--- config.mk ---
export PLATFORM = sky130hd
export DESIGN_NAME = sync_down_counter
export DESIGN_NICKNAME = d
export VERILOG_FILES = /design/src/rtl/sync_down_counter_pkg.sv /design/src/rtl/sync_down_counter_dff_cell.sv /design/src/rtl/sync_down_counter.sv
export SDC_FILE = /design/constraint.sdc
export NUM_CORES = 1
export LEC_CHECK = 0
export CAP_MARGIN = 0
export CORE_AREA = 2 2 39 41
export CTS_BUF_LIST = sky130_fd_sc_hd__clkbuf_2 sky130_fd_sc_hd__clkbuf_4 sky130_fd_sc_hd__clkbuf_8
export CTS_CLUSTER_SIZE = 10
export DETAILED_ROUTE_END_ITERATION = 16
export DIE_AREA = 0 0 41 43
export SKIP_LAST_GASP = 1
export SLEW_MARGIN = 20
export SYNTH_ARGS = -nofsm -noshare
export SYNTH_HDL_FRONTEND = slang
export SYNTH_SLANG_ARGS = --single-unit
--- constraint.sdc ---
create_clock -name clk -period 4.3 [get_ports clk]
set_clock_uncertainty 0.1 [all_clocks]
set_input_delay 0.86 -clock clk [delete_from_list [all_inputs] [get_ports clk]]
set_output_delay 0.86 -clock clk [all_outputs]
set_load 0.02 [all_outputs]
--- src/rtl/sync_down_counter_pkg.sv ---
// Shared definitions for the synchronous down counter: FSM state codes and
// the counting-mode selector values.
package sync_down_counter_pkg;

  typedef logic [1:0] state_t;

  localparam state_t ST_IDLE = 2'd0;
  localparam state_t ST_RUN  = 2'd1;
  localparam state_t ST_HOLD = 2'd2;

  localparam int MODE_FREE    = 0;  // wrap 0 -> all-ones
  localparam int MODE_ONESHOT = 1;  // stop at 0 and hold
  localparam int MODE_RELOAD  = 2;  // reload preset after 0

endpackage

--- src/rtl/sync_down_counter_dff_cell.sv ---
// One counter bit: D flip-flop with synchronous active-low clear and an
// inverted output, shared with the up counter.
module dff_cell
  import sync_down_counter_pkg::*;
(
  input  logic clk,
  input  logic rst,
  input  logic d,
  output logic q,
  output logic q_bar
);

  // Capture next bit value; clear when rst is low at the edge.
  always_ff @(posedge clk) begin
    if (!rst) q <= 1'b0;
    else      q <= d;
  end

  assign q_bar = ~q;

endmodule

--- src/rtl/sync_down_counter.sv ---
// Loadable synchronous down counter with terminal-count pulse. Counting bits
// are dff_cell instances fed by a per-bit mux (load / reload / borrow-toggle /
// hold); the FSM, reload register and tc register live here.
module sync_down_counter
  import sync_down_counter_pkg::*;
#(
  parameter int WIDTH = 4,
  parameter int MODE  = 0
) (
  input  logic             clk,
  input  logic             rst,
  input  logic             load,
  input  logic [WIDTH-1:0] load_val,
  input  logic             en,
  output logic [WIDTH-1:0] count,
  output logic [WIDTH-1:0] count_bar,
  output logic             tc,
  output logic             busy,
  output logic             zero
);

  localparam bit IS_FREE    = (MODE == MODE_FREE);
  localparam bit IS_ONESHOT = (MODE == MODE_ONESHOT);
  localparam bit IS_RELOAD  = (MODE == MODE_RELOAD);

  state_t           state;
  state_t           state_nxt;
  logic [WIDTH-1:0] reload_reg;
  logic [WIDTH-1:0] borrow;
  logic [WIDTH-1:0] dec_val;
  logic [WIDTH-1:0] d_val;
  logic             cnt_zero;
  logic             cnt_one;
  logic             step;
  logic             dec_now;
  logic             reload_now;
  logic             tc_nxt;

  assign cnt_zero = (count == '0);
  assign cnt_one  = (count == WIDTH'(1));

  // An enabled counting cycle; load always takes precedence over counting.
  assign step = (state == ST_RUN) && en && !load;

  // Free mode wraps by letting the borrow chain roll 0 over to all-ones;
  // one-shot never steps below 0; reload mode swaps in the preset at 0.
  assign dec_now    = step && (!cnt_zero || IS_FREE);
  assign reload_now = step && cnt_zero && IS_RELOAD;

  // tc marks a decrement from 1, plus the degenerate reload-of-zero case
  // where every enabled cycle is a terminal count.
  assign tc_nxt = step && (cnt_one || (cnt_zero && IS_RELOAD && (reload_reg == '0)));

  assign zero = cnt_zero;

  // Borrow chain: bit i toggles when every lower bit is 0.
  assign borrow[0] = 1'b1;

  for (genvar i = 0; i < WIDTH; i++) begin : g_bit
    if (i < WIDTH - 1) begin : g_borrow
      assign borrow[i+1] = borrow[i] & ~count[i];
    end

    assign dec_val[i] = count[i] ^ borrow[i];
    assign d_val[i]   = load       ? load_val[i]   :
                        reload_now ? reload_reg[i] :
                        dec_now    ? dec_val[i]    :
                                     count[i];

    dff_cell u_ff (
      .clk   (clk),
      .rst   (rst),
      .d     (d_val[i]),
      .q     (count[i]),
      .q_bar (count_bar[i])
    );
  end

  // Preset kept for auto-reload; captured on every load.
  always_ff @(posedge clk) begin
    if (!rst)      reload_reg <= '0;
    else if (load) reload_reg <= load_val;
  end

  // Registered terminal-count pulse.
  always_ff @(posedge clk) begin
    if (!rst) tc <= 1'b0;
    else      tc <= tc_nxt;
  end

  // FSM state register.
  always_ff @(posedge clk) begin
    if (!rst) state <= ST_IDLE;
    else      state <= state_nxt;
  end

  // FSM next-state: load enters RUN from anywhere; one-shot parks in HOLD
  // as the count reaches 0 (or immediately if it was loaded with 0).
  always_comb begin
    state_nxt = state;
    case (state)
      ST_IDLE, ST_HOLD: begin
        if (load) state_nxt = ST_RUN;
      end
      ST_RUN: begin
        if (!load && IS_ONESHOT && (cnt_zero || (en && cnt_one)))
          state_nxt = ST_HOLD;
      end
      default: state_nxt = ST_IDLE;
    endcase
  end

  // FSM outputs.
  always_comb begin
    busy = (state == ST_RUN);
  end

endmodule

### After elaboration in Yosys (flattened, before gate mapping)

Cells that the tools add are included.

| word-level totals | value |
|---|---|
| bits in registers | 7 |
| bits in latches | 0 |
| bits in writable memories | 0 |
| bits in read-only memories | 0 |
| input bits | 8 |
| memories | 0 |

| operators by class | value |
|---|---|
| $add $sub $neg | 0 |
| $mul | 0 |
| div/mod/pow operators | 0 |
| magnitude comparators | 0 |
| equal/unequal tests | 4 |
| shifts and indexed selects | 0 |
| mux-type cells | 10 |
| bitwise gates (word level) | 10 |
| reduce and logical (&&, ||, !) cells | 9 |

Operators with widths:

| kind | count |
|---|---|
| 1-bit 2-to-1 mux | 8 |
| 1-bit inverter | 5 |
| 4-bit by 1-bit == test with 1-bit output, second input constant | 1 |
| 4-bit zero test | 1 |
| 2-bit one-hot mux with 2 select lines | 1 |
| 1-bit logical AND | 3 |
| 1-bit XOR | 3 |
| 1-bit AND | 2 |
| 2-bit by 1-bit == test with 1-bit output, second input constant | 1 |
| 2-bit == test, second input constant | 1 |
| 2-bit zero test | 1 |
| 2-bit 2-to-1 mux | 1 |
| 2-bit inequality test, second input constant | 1 |
| 2-bit AND reduction | 1 |
| 2-bit nonzero test | 1 |
| 2-bit OR reduction | 1 |
| 1-bit zero test | 1 |

### Logic depth before layout (Yosys ltp)

| depth | value |
|---|---|
| depth after elaboration | 6 |
| mapped depth | 6 |

### Cells and area by module

From an unflattened synthesis, not the netlist that was laid out.

| unflattened totals | value |
|---|---|
| cells, all modules | 37 |
| area, all modules | 342.8 um^2 |

By module, submodules not included:

| module | times used | cells each | area each (um^2) |
|---|---|---|---|
| sync_down_counter | 1 | 25 | 222.7 |
| dff_cell | 4 | 3 | 30.0 |

### Least setup slack after synthesis

Ideal clock, no wire load.

| timing | value |
|---|---|
| path type | reg-to-output |
| start | register g_bit[0].u_ff.q |
| end | output zero |
| arrival time | 0.843 ns |
| setup slack | 2.497 ns |
| cell stages (with the launch flop) | 4 |
| buffers on the path | 0 |
| cells stage by stage | dfxtp_1 > inv_1 > ha_1 > and3_1 |

| on the way | value |
|---|---|
| longest elaborated chain between the ends | 1 |

RTL lines:

| what | line | source |
|---|---|---|
| start: declaration | sync_down_counter_dff_cell.sv:9 | `output logic q,` |
| start signal: assignment | sync_down_counter_dff_cell.sv:15 | `if (!rst) q <= 1'b0;` |
| start signal: assignment | sync_down_counter_dff_cell.sv:16 | `else q <= d;` |
| 4-bit zero test | sync_down_counter.sv:39 | `assign cnt_zero = (count == '0);` |
| end: declaration | sync_down_counter.sv:19 | `output logic zero` |

Every way passes these cells.

### Worst setup path in the final report

Ends and elaborated chain as after synthesis.

==> flow_metrics.py <==
metrics = {
    "run_status": {
        "status": "finished clean",
    },
    "clocking": {
        "cts_tree": "yes",
        "postCtsSetupRepairBufs": 0,
        "numCtsBuffers": 3,
        "cts.path.max_buffers": 2,
        "insertion_delay_ps": 240,
        "cts-root-buf": "clkbuf_4",
        "cts-resized-gates": 0,
        "h-tree-depth": 1,
        "cts.sinks": 6,
        "cts_hold_buf": 0,
        "clk_pin_slew_worst_paths_ps": 50,
    },
    "power_and_ir_drop": {
        "power.share.clock_pct": 31.7,
        "leakage_uw": 0.000210,
        "netSwitchingFraction_pct": 28.8,
        "p_per_area_nw_per_um2": 309,
        "switching_power_uw": 47.4,
        "p_comb_share_pct": 30.1,
        "ir_drop_mv": 0.111,
        "p_int_uw": 117,
        "p_seq_share_pct": 38.2,
        "finalPower_uw": 165,
    },
    "synth": {
        "synth_top_cell_by_area": "dfxtp_1",
        "synth-edff-count": 0,
        "yosysWarningCount": 0,
        "avgSynthCellArea_um2": 8.82,
        "synth.area.top_cells": "dfxtp_1 (32%), buf_4 (16%), ha_1 (10%)",
        "yosysMostFrequentCell": "buf_4",
        "synth_xor_area_share_pct": 4.73,
        "synth_mux_area_share_pct": 0,
        "synth_cell_types": 15,
        "yosysTopAreaCellShare_pct": 32.4,
        "synth_area_um2": 370,
        "syn_nets": 53,
        "synthSimpleGateAreaFrac_pct": 9.80,
        "ys_seq_area_share_pct": 32.4,
        "synthAdderAreaFrac_pct": 10.1,
        "synth-compound-area-share_pct": 21.6,
        "synth_top_family_by_area": "compound AO/OA/AOI/OAI gates",
        "synthCells": 42,
        "async_flop_share_pct": 0,
        "synth_common_cells": "buf_4 (8), dfxtp_1 (6), inv_1 (5), a21oi_1 (4)",
        "synth-seq-cells": 6,
        "synthFlopType": "dfxtp_1",
    },
    "timing": {
        "fmax_mhz": 391,
        "finalHoldViolCount": 0,
        "rsz0062_at_grt": "no",
        "finalSetupViolCount": 0,
        "setup_ws_ps": 1740,
        "slew_viol_final": 0,
        "worstMarginPinSlew_ps": 254,
        "relSlewSlack_pct": 83.1,
        "finalCriticalPeriod_ps": 2560,
        "fin_crit_sh_pct": 59.5,
        "setup_tns_ps": 0,
    },
    "worst_setup_path": {
        "endpoint_kind": "output pin",
        "path_cells": "inv_1 > ha_1 > and3_1 > clkdlybuf4s50_1",
        "cp_slowest_cell": "clkdlybuf4s50_1",
        "crit_type": "reg2out",
        "critPathArrivalTime_ps": 1600,
        "cp_max_fo": 3,
        "critical_path_required_ps": 3340,
        "start_kind": "flip-flop",
        "slowest_delay_ps": 530,
    },
    "drt": {
        "drc": 0,
        "wl_um": 738,
        "viasPerCell": 4.41,
        "drtIter0Drc": 1,
        "dr.pass1.iters": 4,
        "wl_per_cell_um": 10.4,
        "final_antenna_net_count": 0,
        "via_count": 313,
    },
    "final_layout": {
        "antenna_cells": 0,
        "final_nets": 68,
        "syn2layout_area_growth_pct": 43.9,
        "drive_above_1_share_pct": 9.09,
        "design_area_um2": 533,
    },
    "grt": {
        "grt-ovfl-total": 0,
        "grt_pass1_vias": 256,
        "track_usage_pct": 10.2,
        "grt_max_degree": 9,
        "antenna_found_initial": 0,
        "grt_pass1_wl_mm": 1.16,
    },
    "floorplanning": {
        "fp-row-count": 14,
        "die_h_um": 43,
        "start_util_pct": 26.8,
        "dieArea_um2": 1760,
        "die_w_um": 41,
        "core_um2": 1380,
        "num_io_pins": 19,
    },
    "job": {
        "maxCapViolCount": 0,
    },
    "placement": {
        "placed_area_um2": 510,
        "port-buffer-count": 18,
        "gp_congestion": 0.665,
        "pre_cts_slack_ps": 1980,
    },
    "min_path": {
        "holdCritPathClass": "reg2reg",
    },
}
metal layers:
| layer | part of all wire (%) | track usage, % | wire [um] |
|---|---|---|---|
| met3 | 13 | 4.71 | 93 |
| met2 | 43 | 13.1 | 320 |
| met5 | 0 | 0 | 0 |
| met4 | 0.81 | 8.00 | 6 |
| met1 | 43 | 12.5 | 318 |
per-stage QoR:
stage          hold WS [ps]  util [%]  std cells
2_1_floorplan           495         -         42
3_3_place_gp            520      36.9         68
3_5_place_dp            525      36.9         68
4_1_cts                 532      38.5         71
5_1_grt                 569      38.5         71
6_report                525      38.5         71
area by class of cell:
class / count / area, um2
repair buffers: 18 / 180
fillers: 157 / 851
multi-input cells: 23 / 171
inverters: 5 / 18.8
clock buffers: 3 / 22.5
flip-flops and latches: 6 / 120
well taps: 16 / 20.0
final timing paths:
kind	from	end	slack (ps)	depth (start not counted)
min	state[0]	state[0]	530	1
max reg2reg	g_bit[0].u_ff.q	g_bit[2].u_ff.q	2730	5
min reg2reg	state[0]	state[0]	530	1
max	g_bit[0].u_ff.q	zero	1740	4
critical path, delay by kind of cell, from the launching register on:
kind,cells,cell delay [ps]
buf+inv,2,610
flops,1,340
fa+ha+maj,1,220
simple gates,1,180
power by group through the flow:
stage / clock, uW / sequential (uW) / combinational (uW)
6_report: 52.2 / 63.0 / 49.6
2_1_floorplan: 0 / 64.1 / 31.8
3_3_place_gp: 0 / 64.1 / 49.8
3_5_place_dp: 0 / 64.2 / 50.0
4_1_cts: 55.7 / 63.1 / 50.2
5_1_grt: 60.6 / 63.5 / 54.0
cell usage in the layout, fill, tap and decap left out:
cell	n
a21boi_2	2
o21ai_0	2
and3_1	1
a21oi_1	4
nor3_1	1
xnor2_1	2
clkbuf_4	3
dfxtp_1	6
inv_1	5
ha_1	3
nand2_1	3
nand3_1	1
a311o_1	2
clkdlybuf4s50_1	18
o21a_1	1
and4_1	1
registers in the layout (all words and copies together), names as in the netlist:
name and cells:
state 1, g_bit.u_ff.q 4, tc 1
kinds of logic after synthesis:
family                     count (synthesis)
buffers and inverters                     13
AOI/OAI and AO/OA                         11
and+or+nand+nor                            7
DFF                                        6
adders and majority gates                  3
xor gates and xnor gates                   2
Note: power is estimated with default switching activity, not from simulation.
